==> config.mk <==
export PLATFORM = sky130hd
export DESIGN_NAME = line_sweep_ctrl
export DESIGN_NICKNAME = d
export VERILOG_FILES = /design/src/rtl/line_sweep_ctrl.sv
export SDC_FILE = /design/constraint.sdc
export NUM_CORES = 1
export LEC_CHECK = 0
export BUFFER_PORTS_ARGS = -buffer_cell sky130_fd_sc_hd__clkbuf_2
export CORE_MARGIN = 2
export CORE_UTILIZATION = 52
export DETAILED_ROUTE_END_ITERATION = 12
export MAX_ROUTING_LAYER = met4
export PLACE_DENSITY = 0.73
export SYNTH_ARGS = -nofsm -noshare
export SYNTH_HDL_FRONTEND = slang
export SYNTH_SLANG_ARGS = --single-unit
==> constraint.sdc <==
create_clock -name clk -period 4.4 [get_ports clk]
set_clock_uncertainty 0.15 [all_clocks]
set_input_delay 0.88 -clock clk [delete_from_list [all_inputs] [get_ports clk]]
set_output_delay 0.88 -clock clk [all_outputs]
set_load 0.01 [all_outputs]
==> src/rtl/line_sweep_ctrl.sv <==
// line_sweep_ctrl: sweeps every state-memory line over N rounds, fetch -> per-cell sub/add -> write back.
// Latency: 3 + 2*ROWS*COLS cycles per line with zero-wait memory, +1 per mem_ack wait cycle; done one cycle after last write.
// Backpressure: rd_req/wr_req are held until mem_ack; the sweep stalls in FETCH/WRITE while memory is not ready.
//
// Ports:
//   clk, rst            clock (rising edge), asynchronous active-high reset
//   start, rounds       begin a sweep (sampled in IDLE); round count latched at start, 0 means 1
//   mem_ack             memory accepted the pending rd_req/wr_req (may coincide with the request)
//   abort               synchronous abort, honoured only when SWEEP_CTRL_ABORT_EN is defined
//   busy, done          not-IDLE flag; one-cycle pulse at the end of a full sweep
//   rd_req, wr_req      line read / write request, held until mem_ack
//   ld_line             datapath latches read data into the line register
//   line_addr, row_idx, col_idx, src_col, round_idx   sweep position (valid while busy)
//   alu_en, alu_op      ALU operation valid; 0 = sub, 1 = add
//
// Optional feature macro: SWEEP_CTRL_ABORT_EN (abort support).

module line_sweep_ctrl #(
  parameter int ROWS    = 5,
  parameter int COLS    = 5,
  parameter int SHIFT   = 3,
  parameter int LINES   = 64,
  parameter int ROUND_W = 5,
  localparam int LW     = $clog2(LINES),
  localparam int CW     = $clog2(COLS),
  localparam int RW     = (ROWS > 1) ? $clog2(ROWS) : 1
) (
  input  logic               clk,
  input  logic               rst,
  input  logic               start,
  input  logic [ROUND_W-1:0] rounds,
  input  logic               mem_ack,
  input  logic               abort,
  output logic               busy,
  output logic               done,
  output logic               rd_req,
  output logic               wr_req,
  output logic               ld_line,
  output logic [LW-1:0]      line_addr,
  output logic [RW-1:0]      row_idx,
  output logic [CW-1:0]      col_idx,
  output logic [CW-1:0]      src_col,
  output logic               alu_en,
  output logic               alu_op,
  output logic [ROUND_W-1:0] round_idx
);

  typedef enum logic [2:0] {
    S_IDLE, S_FETCH, S_LATCH, S_SUB, S_ADD, S_WRITE, S_DONE
  } state_t;

  localparam logic [CW-1:0] LAST_COL  = CW'(COLS - 1);
  localparam logic [RW-1:0] LAST_ROW  = RW'(ROWS - 1);
  localparam logic [LW-1:0] LAST_LINE = LW'(LINES - 1);
  localparam logic [CW:0]   SHIFT_W   = (CW+1)'(SHIFT);
  localparam logic [CW:0]   COLS_W    = (CW+1)'(COLS);

  state_t             state, state_nxt;
  logic [ROUND_W-1:0] rounds_q;
  logic [CW-1:0]      row_base;

  logic abort_hit;
`ifdef SWEEP_CTRL_ABORT_EN
  assign abort_hit = abort && (state != S_IDLE);
`else
  logic unused_abort;
  assign unused_abort = abort;
  assign abort_hit    = 1'b0;
`endif

  logic col_last, row_last, line_last, round_last;
  assign col_last   = (col_idx == LAST_COL);
  assign row_last   = (row_idx == LAST_ROW);
  assign line_last  = (line_addr == LAST_LINE);
  assign round_last = (round_idx == (rounds_q - 1'b1));

  // Source column tracked incrementally: row_base = SHIFT*row mod COLS, and
  // both it and src_col advance by compare-and-subtract. Operands are < COLS,
  // so a single conditional subtract is enough.
  logic [CW:0]   rb_sum;
  logic [CW-1:0] rb_next;
  logic [CW-1:0] src_inc;
  assign rb_sum  = {1'b0, row_base} + SHIFT_W;
  assign rb_next = (rb_sum >= COLS_W) ? CW'(rb_sum - COLS_W) : rb_sum[CW-1:0];
  assign src_inc = (src_col == LAST_COL) ? '0 : src_col + 1'b1;

  always_ff @(posedge clk or posedge rst) begin
    if (rst) state <= S_IDLE;
    else     state <= state_nxt;
  end

  always_comb begin
    state_nxt = state;
    busy      = 1'b1;
    done      = 1'b0;
    rd_req    = 1'b0;
    wr_req    = 1'b0;
    ld_line   = 1'b0;
    alu_en    = 1'b0;
    alu_op    = 1'b0;
    case (state)
      S_IDLE: begin
        busy = 1'b0;
        if (start) state_nxt = S_FETCH;
      end
      S_FETCH: begin
        rd_req = 1'b1;
        if (mem_ack) state_nxt = S_LATCH;
      end
      S_LATCH: begin
        ld_line   = 1'b1;
        state_nxt = S_SUB;
      end
      S_SUB: begin
        alu_en    = 1'b1;
        state_nxt = S_ADD;
      end
      S_ADD: begin
        alu_en    = 1'b1;
        alu_op    = 1'b1;
        state_nxt = (col_last && row_last) ? S_WRITE : S_SUB;
      end
      S_WRITE: begin
        wr_req = 1'b1;
        if (mem_ack) state_nxt = (line_last && round_last) ? S_DONE : S_FETCH;
      end
      S_DONE: begin
        done      = 1'b1;
        state_nxt = S_IDLE;
      end
      default: state_nxt = S_IDLE;
    endcase
    if (abort_hit) state_nxt = S_IDLE;
  end

  always_ff @(posedge clk or posedge rst) begin
    if (rst) begin
      rounds_q  <= '0;
      line_addr <= '0;
      row_idx   <= '0;
      col_idx   <= '0;
      src_col   <= '0;
      row_base  <= '0;
      round_idx <= '0;
    end else if (!abort_hit) begin
      case (state)
        S_IDLE: begin
          if (start) begin
            rounds_q  <= (rounds == '0) ? ROUND_W'(1) : rounds;
            line_addr <= '0;
            row_idx   <= '0;
            col_idx   <= '0;
            src_col   <= '0;
            row_base  <= '0;
            round_idx <= '0;
          end
        end
        S_LATCH: begin
          row_idx  <= '0;
          col_idx  <= '0;
          src_col  <= '0;
          row_base <= '0;
        end
        S_ADD: begin
          if (!col_last) begin
            col_idx <= col_idx + 1'b1;
            src_col <= src_inc;
          end else if (!row_last) begin
            row_idx  <= row_idx + 1'b1;
            col_idx  <= '0;
            row_base <= rb_next;
            src_col  <= rb_next;
          end
        end
        S_WRITE: begin
          if (mem_ack) begin
            if (!line_last) begin
              line_addr <= line_addr + 1'b1;
            end else if (!round_last) begin
              round_idx <= round_idx + 1'b1;
              line_addr <= '0;
            end
          end
        end
        default: ;
      endcase
    end
  end

endmodule
==> impl_metrics.ini <==
[placement]
gp_congestion = 0.825
hpwl_um = 2910
portBuffers = 35
place_ws_ns = 1.90
dp_cells = 302

[sta]
hold_ws_ns = 0.382
timing.fmax_mhz = 364
finalHoldViolCount = 0
worst_slack_ns = 1.65
tightest_slew_ns = 0.797
drv_slew = 0
min_period_ns = 2.75
setup_violations = 0
finalSetupTns_ns = 0
finalCritPeriodShare_pct = 62.4
rsz0062_at_grt = false
relSlewSlack_pct = 46.9

[routing]
dr.first_iter.drc_count = 143
drcViolationCount = 0
dr_total_vias = 1718
dr_wl_met3_um = 189
vias_per_cell = 5.58
wl_met2_um = 1830
final_antenna_net_count = 0
drt_wl_total_um = 4090
drtPass1Iterations = 4
top_layer = met4
wl_per_cell_um = 13.3
drt-met1-wl_um = 2010

[cts]
clockRootBuffer = clkbuf_8
cts_num_sinks = 31
cts_tree = done
clk_latency_ns = 0.28
ctsResizeCount = 0
holdBufCountCts = 0
cts_made_buffers = 5
clk_path_buf_depth = 2
h-tree-depth = 2
post-cts-setup-buffers = 0
path_clk_slew_ns = 0.07

[floorplanning]
core_mm2 = 0.00369
ios = 37
die_h_um = 66.3
row_count = 22
start_util_pct = 54.7
design.die.area_mm2 = 0.00439
dieWidth_um = 66.3

[logic_synthesis]
post_synth.cell_area_avg_um2 = 9.00
yosysWarningCount = 0
ys_ff_latch = 31
ys_types = 53
async_reset_ff_share_pct = 100
synth_fp_nets = 246
synth_area_mm2 = 0.00202
yosysSeqAreaShare_pct = 38.5
syn_inst = 224
yosys_most_used_dff = dfrtp_1
synth_edf_count = 0

[job]
maxCapViolations = 0

[global_routing]
grt_pass1_wl_um = 7170
grt_pass1_vias = 1580
grt_max_degree = 32
grt_use_total_pct = 22.1
antenna_found_initial = 0
grt_overflow = 0

[setup_path]
critical_path_class = flip-flop to output pin
arrival_ns = 1.72
r2r_setup_slack_ns = 1.94
start_kind = flip-flop
cp-end-kind = output pin
worstRegToRegCells = 8
regToRegStartpoint = rounds_q[0]
cp.required_ns = 3.37
cp_max_fo = 12
timing.rr.end = line_addr[3]

[run_status]
outcome = completed

[worst_hold_path]
min_path_cells = 1
worstHoldStart = line_addr[4]
hold_end = line_addr[4]
hold_path_class = flip-flop to flip-flop

[final_layout]
instances_no_fill = 308
area_growth_pct = 14.0
nets = 283
drive_above_1_share_pct = 23.1
antenna_cells = 0

[power_and_ir_drop]
power_uw = 559
p_leak_nw = 1.09
powerDensity_mw_per_mm2 = 243
vdd_drop_max_mv = 0.144
==> layout by cell type (no fill, tap or decap), drive strengths merged, types with 2 or more instances in the layout <==
master / instances
nor4: 2
a21boi: 2
a21o: 3
nor2: 18
o21ai: 20
a22oi: 2
nand2b: 4
mux2: 5
nor2b: 3
nand3b: 3
and3: 3
mux2i: 2
inv: 18
nand3: 6
dfrtp: 31
xor2: 7
xnor2: 5
a211oi: 3
nand4: 3
or2: 2
ha: 12
a32o: 2
o31ai: 3
and2: 3
a21oi: 10
clkbuf: 41
nand2: 27
nor3: 6
nor3b: 2
==> cell type report <==
| cell class | count | area, um^2 |
|---|---|---|
| fill | 343 | 1390 |
| multi-input combinational | 168 | 1140 |
| inverter | 19 | 71.3 |
| tap | 48 | 60.1 |
| clock buffer | 6 | 72.6 |
| sequential | 31 | 776 |
| timing repair buffer | 36 | 183 |
==> stage by stage <==
stage,instance area (um^2),utilization [%]
finish,2300,62.3
global route,2300,62.3
CTS,2300,62.3
detailed placement,2230,60.4
global placement,2230,60.4
floorplan,2020,-
==> state kept, by name (all words and copies together), names as in the netlist <==
signal,flops
line_addr,6
state,3
src_col,3
row_idx,3
round_idx,5
col_idx,3
row_base,3
rounds_q,5
==> power by group <==
part / internal, mW / switching (mW)
registers: 0.290 / 0.00827
logic: 0.0206 / 0.0323
clock network: 0.105 / 0.103
total: 0.416 / 0.144
==> critical path, cell delays in order, from the launching register on <==
cell	delay, ns
dfrtp_1	0.52
nor2b_4	0.21
nand2b_1	0.20
clkinv_1	0.29
clkbuf_2	0.22
==> layer usage <==
layer	vias up	GRT usage (%)
met2	47	33.1
met3	6	5.11
met5	-	-
met4	0	8.42
met1	809	29.0
li1	856	-
==> synthesized netlist by cell type, drive strengths merged, types with 2 or more instances <==
master	number	area, um^2
ha	12	150
a21boi	2	18.8
a21o	3	22.5
nor4	2	12.5
nand2	27	104
xor2	7	61.3
buf	3	21.3
dfrtp	31	776
mux2	5	56.3
and2	3	18.8
o21ai	20	104
inv	18	67.6
nand3	6	30.0
nor3b	2	15.0
mux2i	2	20.0
a22oi	2	15.0
a32o	2	20.0
xnor2	5	43.8
nand2b	4	25.0
nor3	6	35.0
clkbuf	3	11.3
nand3b	3	22.5
o31ai	3	27.5
or2	2	15.0
and3	3	18.8
nor2	18	67.6
a211oi	3	27.5
nor2b	3	26.3
a21oi	10	57.6
nand4	3	18.8
==> worst max-delay path by stage <==
stage                         from           to  slack, ns  depth (start not counted)
after CTS                 state[2]       alu_op       1.69                          4
after global routing      state[2]       alu_op       1.57                          4
final                     state[2]       alu_op       1.65                          4
after global placement       start  row_base[2]       1.93                          5
after floorplan           state[0]       alu_op       2.28                          3
after detailed placement     start   row_idx[2]       1.90                          7
==> cells by family after synthesis <==
kind of cell             synth area share, %
AND/OR/NAND/NOR                         22.3
XOR/XNOR                                5.21
flip-flops                              38.5
multiplexers                            3.78
adder cells (fa/ha/maj)                 7.44
buffers and inverters                   5.15
AO/OA/AOI/OAI                           17.6
No activity file was read; power rests on OpenSTA's default activity.
